==> src/rtl/hazard_scoreboard_pkg.sv <==
// Shared definitions for the ID-stage hazard scoreboard: PC source
// encodings and default pipeline latencies.
package hazard_scoreboard_pkg;

  localparam int unsigned ADDR_W_DEF    = 5;
  localparam int unsigned DEPTH_DEF     = 3;
  localparam int unsigned ALU_LAT_DEF   = 1;
  localparam int unsigned LOAD_LAT_DEF  = 2;
  localparam int unsigned MD_CYCLES_DEF = 32;

  // Next-PC selection as decoded in ID; 2'b11 behaves as sequential.
  typedef enum logic [1:0] {
    PC_SEQ     = 2'b00,
    PC_J       = 2'b01,
    PC_JR      = 2'b10,
    PC_SEQ_ALT = 2'b11
  } pc_src_e;

endpackage

==> src/rtl/hazard_scoreboard_if.sv <==
// ID-stage bundle between the decode logic (master) and the hazard
// scoreboard (slave).
interface hazard_scoreboard_if #(
  parameter int unsigned ADDR_W = 5
);
  logic              pipe_hold;
  logic              id_valid;
  logic [ADDR_W-1:0] id_rs_addr;
  logic [ADDR_W-1:0] id_rt_addr;
  logic [1:0]        id_PCSrc;
  logic              id_Branch;
  logic              id_Equal;
  logic              id_RegWrite;
  logic              id_MemRead;
  logic [ADDR_W-1:0] id_write_addr;
  logic              id_MulDiv;
  logic              id_HiLoRead;
  logic              DataHazard;
  logic              ControlHazard;
  logic              md_busy;

  modport master (
    output pipe_hold, id_valid, id_rs_addr, id_rt_addr, id_PCSrc, id_Branch,
           id_Equal, id_RegWrite, id_MemRead, id_write_addr, id_MulDiv,
           id_HiLoRead,
    input  DataHazard, ControlHazard, md_busy
  );

  modport slave (
    input  pipe_hold, id_valid, id_rs_addr, id_rt_addr, id_PCSrc, id_Branch,
           id_Equal, id_RegWrite, id_MemRead, id_write_addr, id_MulDiv,
           id_HiLoRead,
    output DataHazard, ControlHazard, md_busy
  );
endinterface

==> src/rtl/hazard_sb_entry.sv <==
// One scoreboard slot: holds a pending GPR write and its countdown until
// the result becomes forwardable, and compares it against the ID sources.
module hazard_sb_entry
  import hazard_scoreboard_pkg::*;
#(
  parameter int unsigned ADDR_W = ADDR_W_DEF,
  parameter int unsigned CNT_W  = 2
) (
  input  logic              clk,
  input  logic              reset,
  input  logic              hold,
  input  logic              in_v,
  input  logic [ADDR_W-1:0] in_addr,
  input  logic [CNT_W-1:0]  in_cnt,
  input  logic [ADDR_W-1:0] rs_addr,
  input  logic [ADDR_W-1:0] rt_addr,
  output logic              v,
  output logic [ADDR_W-1:0] addr,
  output logic [CNT_W-1:0]  cnt_next,
  output logic              hz_id,
  output logic              hz_ex
);

  logic [CNT_W-1:0] cnt;
  logic             match;

  // Slot register: capture the upstream slot unless the pipeline is frozen.
  always_ff @(posedge clk or negedge reset) begin
    if (!reset) begin
      v    <= 1'b0;
      addr <= '0;
      cnt  <= '0;
    end else if (!hold) begin
      v    <= in_v;
      addr <= in_addr;
      cnt  <= in_cnt;
    end
  end

  // Source compare and the saturating countdown handed to the next slot.
  always_comb begin
    cnt_next = (cnt == '0) ? '0 : cnt - CNT_W'(1);
    match    = v && (addr != '0) && ((addr == rs_addr) || (addr == rt_addr));
    hz_id    = match && (cnt != '0);
    hz_ex    = match && (cnt > CNT_W'(1));
  end

endmodule

==> src/rtl/hazard_scoreboard.sv <==
// ID-stage hazard detector: shift-register scoreboard of in-flight GPR
// writes plus a MUL/DIV occupancy counter guarding HI/LO.
module hazard_scoreboard
  import hazard_scoreboard_pkg::*;
#(
  parameter int unsigned ADDR_W    = ADDR_W_DEF,
  parameter int unsigned DEPTH     = DEPTH_DEF,
  parameter int unsigned ALU_LAT   = ALU_LAT_DEF,
  parameter int unsigned LOAD_LAT  = LOAD_LAT_DEF,
  parameter int unsigned MD_CYCLES = MD_CYCLES_DEF
) (
  input  logic                clk,
  input  logic                reset,
  hazard_scoreboard_if.slave  bus
);

  localparam int unsigned CNT_W = (LOAD_LAT < 1) ? 1 : $clog2(LOAD_LAT + 1);
  localparam int unsigned MD_W  = $clog2(MD_CYCLES + 1);

  logic              ent_v        [DEPTH];
  logic [ADDR_W-1:0] ent_addr     [DEPTH];
  logic [CNT_W-1:0]  ent_cnt_next [DEPTH];
  logic              ent_hz_id    [DEPTH];
  logic              ent_hz_ex    [DEPTH];
  logic              in_v         [DEPTH];
  logic [ADDR_W-1:0] in_addr      [DEPTH];
  logic [CNT_W-1:0]  in_cnt       [DEPTH];

  logic             issue;
  logic             new_v;
  logic             id_consumer;
  logic             any_hz_id;
  logic             any_hz_ex;
  logic             gpr_hz;
  logic             md_hz;
  logic             busy;
  logic             data_hazard;
  logic [MD_W-1:0]  md_cnt;

  // Slot 0 takes the issuing writer (or a bubble); slot k takes slot k-1.
  always_comb begin
    new_v      = issue && bus.id_RegWrite && (bus.id_write_addr != '0);
    in_v[0]    = new_v;
    in_addr[0] = new_v ? bus.id_write_addr : '0;
    in_cnt[0]  = !new_v          ? '0 :
                 bus.id_MemRead  ? CNT_W'(LOAD_LAT) : CNT_W'(ALU_LAT);
    for (int unsigned k = 1; k < DEPTH; k++) begin
      in_v[k]    = ent_v[k-1];
      in_addr[k] = ent_addr[k-1];
      in_cnt[k]  = ent_cnt_next[k-1];
    end
  end

  for (genvar k = 0; k < DEPTH; k++) begin : g_entry
    hazard_sb_entry #(
      .ADDR_W (ADDR_W),
      .CNT_W  (CNT_W)
    ) u_entry (
      .clk      (clk),
      .reset    (reset),
      .hold     (bus.pipe_hold),
      .in_v     (in_v[k]),
      .in_addr  (in_addr[k]),
      .in_cnt   (in_cnt[k]),
      .rs_addr  (bus.id_rs_addr),
      .rt_addr  (bus.id_rt_addr),
      .v        (ent_v[k]),
      .addr     (ent_addr[k]),
      .cnt_next (ent_cnt_next[k]),
      .hz_id    (ent_hz_id[k]),
      .hz_ex    (ent_hz_ex[k])
    );
  end

  // Hazard decision: branches/jr consume in ID, everything else in EX.
  always_comb begin
    any_hz_id = 1'b0;
    any_hz_ex = 1'b0;
    for (int unsigned k = 0; k < DEPTH; k++) begin
      any_hz_id = any_hz_id | ent_hz_id[k];
      any_hz_ex = any_hz_ex | ent_hz_ex[k];
    end
    id_consumer = bus.id_Branch || (pc_src_e'(bus.id_PCSrc) == PC_JR);
    gpr_hz      = id_consumer ? any_hz_id : any_hz_ex;
    busy        = (md_cnt != '0);
    md_hz       = (bus.id_MulDiv || bus.id_HiLoRead) && busy;
    data_hazard = bus.id_valid && (gpr_hz || md_hz);
    issue       = bus.id_valid && !data_hazard && !bus.pipe_hold;
    bus.DataHazard    = data_hazard;
    bus.md_busy       = busy;
    bus.ControlHazard = bus.id_valid &&
                        ((pc_src_e'(bus.id_PCSrc) == PC_J) ||
                         (!data_hazard &&
                          ((pc_src_e'(bus.id_PCSrc) == PC_JR) ||
                           (bus.id_Branch && bus.id_Equal))));
  end

  // MUL/DIV occupancy: free-running countdown, not affected by pipe_hold.
  always_ff @(posedge clk or negedge reset) begin
    if (!reset) begin
      md_cnt <= '0;
    end else if (issue && bus.id_MulDiv) begin
      md_cnt <= MD_W'(MD_CYCLES);
    end else if (md_cnt != '0) begin
      md_cnt <= md_cnt - MD_W'(1);
    end
  end

endmodule

==> src/flat_wrapper.sv <==
// flat-port wrapper written by rule: the top's interface ports become plain ports
module hazard_scoreboard_flat import hazard_scoreboard_pkg::*;
#(
  parameter int unsigned ADDR_W    = ADDR_W_DEF,
  parameter int unsigned DEPTH     = DEPTH_DEF,
  parameter int unsigned ALU_LAT   = ALU_LAT_DEF,
  parameter int unsigned LOAD_LAT  = LOAD_LAT_DEF,
  parameter int unsigned MD_CYCLES = MD_CYCLES_DEF
)
  (clk, reset, bus_pipe_hold, bus_id_valid, bus_id_rs_addr, bus_id_rt_addr, bus_id_PCSrc, bus_id_Branch, bus_id_Equal, bus_id_RegWrite, bus_id_MemRead, bus_id_write_addr, bus_id_MulDiv, bus_id_HiLoRead, bus_DataHazard, bus_ControlHazard, bus_md_busy);
  hazard_scoreboard_if #(.ADDR_W(ADDR_W)) bus_i ();
  input  logic clk;
  input  logic reset;
  input wire logic [$bits(bus_i.pipe_hold)-1:0] bus_pipe_hold;
  input wire logic [$bits(bus_i.id_valid)-1:0] bus_id_valid;
  input wire logic [$bits(bus_i.id_rs_addr)-1:0] bus_id_rs_addr;
  input wire logic [$bits(bus_i.id_rt_addr)-1:0] bus_id_rt_addr;
  input wire logic [$bits(bus_i.id_PCSrc)-1:0] bus_id_PCSrc;
  input wire logic [$bits(bus_i.id_Branch)-1:0] bus_id_Branch;
  input wire logic [$bits(bus_i.id_Equal)-1:0] bus_id_Equal;
  input wire logic [$bits(bus_i.id_RegWrite)-1:0] bus_id_RegWrite;
  input wire logic [$bits(bus_i.id_MemRead)-1:0] bus_id_MemRead;
  input wire logic [$bits(bus_i.id_write_addr)-1:0] bus_id_write_addr;
  input wire logic [$bits(bus_i.id_MulDiv)-1:0] bus_id_MulDiv;
  input wire logic [$bits(bus_i.id_HiLoRead)-1:0] bus_id_HiLoRead;
  output wire logic [$bits(bus_i.DataHazard)-1:0] bus_DataHazard;
  output wire logic [$bits(bus_i.ControlHazard)-1:0] bus_ControlHazard;
  output wire logic [$bits(bus_i.md_busy)-1:0] bus_md_busy;
  assign bus_i.pipe_hold = bus_pipe_hold;
  assign bus_i.id_valid = bus_id_valid;
  assign bus_i.id_rs_addr = bus_id_rs_addr;
  assign bus_i.id_rt_addr = bus_id_rt_addr;
  assign bus_i.id_PCSrc = bus_id_PCSrc;
  assign bus_i.id_Branch = bus_id_Branch;
  assign bus_i.id_Equal = bus_id_Equal;
  assign bus_i.id_RegWrite = bus_id_RegWrite;
  assign bus_i.id_MemRead = bus_id_MemRead;
  assign bus_i.id_write_addr = bus_id_write_addr;
  assign bus_i.id_MulDiv = bus_id_MulDiv;
  assign bus_i.id_HiLoRead = bus_id_HiLoRead;
  assign bus_DataHazard = bus_i.DataHazard;
  assign bus_ControlHazard = bus_i.ControlHazard;
  assign bus_md_busy = bus_i.md_busy;
  hazard_scoreboard #(.ADDR_W(ADDR_W), .DEPTH(DEPTH), .ALU_LAT(ALU_LAT), .LOAD_LAT(LOAD_LAT), .MD_CYCLES(MD_CYCLES)) u_core (.clk(clk), .reset(reset), .bus(bus_i));
endmodule
==> config.mk <==
export PLATFORM = sky130hd
export DESIGN_NAME = hazard_scoreboard_flat
export DESIGN_NICKNAME = d
export VERILOG_FILES = /design/src/rtl/hazard_scoreboard_pkg.sv /design/src/rtl/hazard_scoreboard_if.sv /design/src/rtl/hazard_sb_entry.sv /design/src/rtl/hazard_scoreboard.sv /design/src/flat_wrapper.sv
export SDC_FILE = /design/constraint.sdc
export NUM_CORES = 1
export LEC_CHECK = 0
export BUFFER_PORTS_ARGS = -buffer_cell sky130_fd_sc_hd__buf_2
export CAP_MARGIN = 40
export CORE_ASPECT_RATIO = 1.2
export CORE_MARGIN = 2
export CORE_UTILIZATION = 55
export CTS_CLUSTER_SIZE = 24
export DETAILED_ROUTE_END_ITERATION = 10
export HOLD_SLACK_MARGIN = 0.06
export PLACE_DENSITY = 0.9
export SKIP_CTS_REPAIR_TIMING = 1
export SLEW_MARGIN = 20
export SYNTH_ARGS = -nofsm -noshare
export SYNTH_HDL_FRONTEND = slang
export SYNTH_SLANG_ARGS = --single-unit
==> constraint.sdc <==
create_clock -name clk -period 3.05 [get_ports clk]
set_clock_uncertainty 0.1 [all_clocks]
set_input_delay 0.61 -clock clk [delete_from_list [all_inputs] [get_ports clk]]
set_output_delay 0.61 -clock clk [all_outputs]
set_load 0.005 [all_outputs]
* Yosys cells after proc, flatten, opt, wreduce, memory -nomap -nowiden
Cells that the tools add are included.
Storage, ports and cells: flip-flop bits (word level) 30, bits of input ports 27, output and inout port bits 3, logic and storage cells 79
Cells by class: add/subtract/negate cells 3, magnitude comparators 3, equal/unequal tests 8, muxes and demuxes 8, bitwise operators 4, reductions and logical operators 43
Operator list (number):
- 5-bit == test | 6
- 1-bit logical AND | 22
- 5-bit nonzero test | 4
- 6-bit two-way mux | 2
- 1-bit logical OR | 8
- 2-bit two-way mux | 4
- 2-bit nonzero test | 4
- 2-bit by 1-bit greater-than comparator with 1-bit output (second input constant) | 3
- 6-bit nonzero test | 1
- 6-bit by 1-bit subtractor with 6-bit output (second input constant) | 1
- 5-bit two-way mux | 1
- 2-bit logical NOT | 2
- 1-bit bitwise OR | 4
- 2-bit by 1-bit subtractor with 2-bit output (second input constant) | 2
- 2-bit by 1-bit == test with 1-bit output (second input constant) | 1
- 2-bit == test (second input constant) | 1
- 1-bit logical NOT | 2
- 1-bit two-way mux | 1

* Longest topological paths before layout
depth in word-level cells 15, mapped depth 8, gate-level depth less buffers 7

* By module
A second synthesis with hierarchy kept.
Second synthesis, totals: cell total of the unflattened synthesis 177, area total of the unflattened synthesis 1888.1 um^2
Modules (own cells, without submodules):
- hazard_sb_entry | instances 3, cells each 40, area an instance 454.2 um^2, sequential area each 200.2 um^2
- hazard_scoreboard | instances 1, cells each 57, area an instance 525.5 um^2, sequential area each 150.1 um^2

* Worst setup path before layout
No wires, ideal clock.
path type register to output, start point reg u_core.g_entry[0].u_entry.addr[3], end point out bus_DataHazard, data arrival time 1750 ps, data required time 2340 ps, setup slack 590 ps, stages on the path, launching flop included 8, buffers on the path 1, path through dfrtp_1 or4_1 o21a_1 nand2_1 o22ai_2 a211oi_2 buf_6 nor2b_1
On the way: word-level cells in the longest chain between the ends 9, elaborated cells between the ends (all ways) 15, those cells by class 2 x eq/ne; 1 x mux; 4 x bitwise; 8 x reduce/logical
Ends and longest elaborated chain:
- from (decl) | line hazard_sb_entry.sv:18 | output logic [ADDR_W-1:0] addr,
- from (signal assigned) | line hazard_sb_entry.sv:35 | addr <= in_addr;
- 5-bit == test or 5-bit nonzero test (tied branches) | line hazard_sb_entry.sv:43 | match = v && (addr != '0) && ((addr == rs_addr) || (addr == rt_addr));
- 1-bit logical OR or 1-bit logical AND (tied branches) | line hazard_sb_entry.sv:43
- 1-bit logical AND * | line hazard_sb_entry.sv:43
- 1-bit logical AND, on equally long branches | line hazard_sb_entry.sv:45, hazard_sb_entry.sv:44
- 1-bit bitwise OR, on equally long branches (2 in a row) | line hazard_scoreboard.sv:81, hazard_scoreboard.sv:80
- 1-bit two-way mux * | line hazard_scoreboard.sv:84 | gpr_hz = id_consumer ? any_hz_id : any_hz_ex;
- 1-bit logical OR * | line hazard_scoreboard.sv:87 | data_hazard = bus.id_valid && (gpr_hz || md_hz);
- 1-bit logical AND * | line hazard_scoreboard.sv:87
- to (decl) | line flat_wrapper.sv:26 | output wire logic [$bits(bus_i.DataHazard)-1:0] bus_DataHazard;
Mark *: on every way between the ends. The rest lies on a longest branch, timed or not.

* Worst setup path in the final report
start point reg u_core.g_entry[0].u_entry.addr[4], end point out bus_DataHazard
The elaborated chain is that of the path after synthesis.

==> summary.txt <==
Global route
  – Met1 Usage GRT: 0.2615
  – Initial antenna violation count: 0
  – Gr usage total: 0.2317
  – GR Overflow Total: 0
  – Met2 Track Usage GR: 0.3943
  – First-pass GRT wire length: 5920 µm
  – Layer with the highest usage: met2
  – GRT met3 Usage: 0.06364
  – Vias in the first global route: 1331
  – Largest net degree at the start of global routing: 31

Timing
  – # setup viols final: 0
  – Max-slew violations: 0
  – Worst slew pin tran: 0.6513 ns
  – Tmin final: 2.938 ns
  – RSZ-0062 raised after global routing: false
  – Fmax: 0.3404 GHz
  – Worst slew margin: 0.5658
  – Endpoints failing hold: 0
  – Setup TNS Final: 0 ns
  – Fin crit share: 0.9633

Run status
  – Status: completed

Place
  – PortBufs: 29
  – Hpwl dp: 2679 µm
  – GPL Wtd Cong: 0.9277

Detailed routing
  – Via Count: 1348
  – DRT iter0 DRCs: 37
  – Routed Antenna Nets: 0
  – WL per Instance: 15.70 µm
  – Initial DRT Pass Iterations: 4
  – Via density: 5.785
  – DRC: 0
  – Detailed-route wire length: 3657 µm

Yosys
  – Distinct cells, synth: 35
  – Yosys top cell area share: 0.4367
  – Mapped Avg Cell Area: 10.42 µm²
  – Sequential fraction of the synthesis area: 0.4367
  – #FFs+latches synth: 30
  – Gate Count Post-Synth: 165
  – Yosys warnings: 0
  – Area contributors post-synth: dfrtp_1, xor2_1, mux2_2, a32o_1, nand2_1
  – Synthesized cell area: 0.001719 mm²
  – Post-synth net total: 193
  – Synth area leader: dfrtp_1

Floorplan
  – Die Ht: 65.25 µm
  – Chip width: 55.04 µm
  – Ports: 30
  – Core footprint: 0.003028 mm²
  – Initial Utilization: 0.5678
  – Std cell rows: 22
  – Die ar.: 0.003591 mm²

Cells and area
  – Ant diodes: 0
  – # nets final: 226
  – Area grow syn2layout: 14.05%
  – Layout cell share with drive strength beyond 1: 0.2893

Clock tree
  – Worst-Skew Late Latency: 0.32 ns
  – CTS tree: done
  – TritonCTS Buffers: 5
  – Root Buffer: clkbuf_4
  – H-tree depth: 2
  – Clk slew on worst S/H paths: 0.09 ns
  – Clk buf depth: 2
  – Clk sinks: 30

Pwr
  – Final Total Pwr: 1.012 mW
  – Reg power frac: 0.499
  – Internal power: 687.2 µW
  – P_sw: 324.5 µW
  – Combinational power share: 0.275
  – Leakage power: 0.9690 nW
  – Power density over the cells: 516.0 mW/mm²
  – Sw Ratio: 0.3207
  – Maximum VDD drop: 0.3266 mV
  – Clock power share: 0.226

Setup path
  – R2R cell count: 7
  – Max stage delay on crit path: 0.54 ns
  – Worst setup path category: reg2out
  – R2r startpoint: u_core.g_entry[0].u_entry.addr[4]
  – Slowest cell on crit path: or4_1
  – Startpoint types: flop
  – R2r setup slk: 0.75 ns
  – Worst EP required: 2.34 ns
  – Critical Path Sink Type: output port
  – Delay-heaviest family, CP: simple AND/OR/NAND/NOR gates
  – Critical-path cell list: or4_1, o21a_1, nand2_1, o22ai_1, a211oi_2, nor2b_1, buf_2
  – Worst Path Arrival: 2.23 ns
  – Crit-path max FO: 5
  – Worst r2r dst: u_core.g_entry[0].u_entry.addr[1]
  – WP buf/inv: 1

Worst hold path
  – Hold crit path type: in2async

Flow run
  – Max Cap Viol: 0
[cell families (layout without fill, tap and decap cells)]
family | count (synthesis) | count (layout) | share of synthesized area
XOR/XNOR | 31 | 31 | 0.1579
buffers and inverters | 8 | 40 | 0.02184
flip-flops | 30 | 30 | 0.4367
AND/OR/NAND/NOR | 49 | 49 | 0.1390
multiplexers | 14 | 14 | 0.09098
AO/OA/AOI/OAI | 32 | 32 | 0.1463
adder cells (fa/ha/maj) | 1 | 1 | 0.007277
[synth_stat cells (all sizes together)]
cell type / n
a211oi: 1
a21oi: 2
a22o: 1
a22oi: 3
a31o: 1
a31oi: 2
a32o: 7
and2: 1
buf: 3
clkbuf: 2
dfrtp: 30
ha: 1
inv: 3
mux2: 13
mux2i: 1
nand2: 16
nand2b: 3
nand3: 1
nand4: 1
nor2: 9
nor2b: 4
nor3: 7
nor4: 1
o21a: 4
o21ai: 8
o22ai: 2
o31ai: 1
or2: 1
or3: 1
or4: 4
xnor2: 1
xor2: 30
[power groups by stage]
stage	logic (mW)	clock network [mW]	registers (mW)
detailed placement	0.274	0	0.513
floorplan	0.200	0	0.498
global placement	0.261	0	0.510
CTS	0.275	0.233	0.505
global route	0.322	0.253	0.516
finish	0.278	0.228	0.505
[per-stage QoR]
| stage | cell area [µm²] | setup WS, ns | instances | util | hold WS (ns) |
|---|---|---|---|---|---|
| after global routing | 1961 | 0.01335 | 233 | 0.6475 | 0.2403 |
| after global placement | 1898 | 0.3054 | 227 | 0.6269 | 0.3695 |
| after detailed placement | 1898 | 0.2814 | 227 | 0.6269 | 0.3769 |
| final | 1961 | 0.1120 | 233 | 0.6475 | 0.2048 |
| after floorplan | 1719 | 0.5896 | 165 | - | 0.2144 |
| after CTS | 1949 | 0.07199 | 233 | 0.6438 | 0.2227 |
[layer usage]
metal | vias up | routed length [µm]
li1 | 657 | -
met1 | 652 | 1500
met2 | 35 | 1923
met3 | 4 | 175
met4 | 0 | 58
met5 | - | 0
[cell type report]
cell class,instances,area (µm²)
Sequential cell,30,750.7
Tap cell,36,45.04
Clock buffer,6,51.30
Fill cell,249,1067
Inverter,3,11.26
Timing Repair Buffer,31,160.2
Multi-Input combinational cell,127,942.2
[registers in the layout (all words and copies together), names as in the netlist]
register and count:
u_core.g_entry.u_entry.addr 15, u_core.g_entry.u_entry.cnt 6, u_core.md_cnt 6, u_core.g_entry.u_entry.v 3
[cells in the final DEF (no fill, tap or decap), types with 2 or more instances in the layout]
cell / count
a21oi_1: 2
a22oi_2: 2
a31oi_1: 2
a32o_1: 7
buf_2: 29
buf_4: 2
clkbuf_4: 5
dfrtp_1: 30
inv_1: 3
mux2_2: 13
nand2_1: 16
nand2b_1: 3
nor2_1: 9
nor2b_1: 4
nor3_1: 7
o21a_1: 4
o21ai_0: 7
or4_1: 4
xor2_1: 30
[worst max path at each step]
stage                                           start           endpoint  slack (ns)  depth (start not counted)
finish              u_core.g_entry[0].u_entry.addr[4]     bus_DataHazard        0.11                          7
detailed placement                  bus_id_rs_addr[4]  bus_ControlHazard        0.28                          8
floorplan           u_core.g_entry[0].u_entry.addr[3]     bus_DataHazard        0.59                          7
CTS                 u_core.g_entry[0].u_entry.addr[4]  bus_ControlHazard        0.07                          7
global route        u_core.g_entry[1].u_entry.addr[1]  bus_ControlHazard        0.01                          6
global placement                    bus_id_rs_addr[4]  bus_ControlHazard        0.31                          8
No activity file was read; power rests on OpenSTA's default activity.
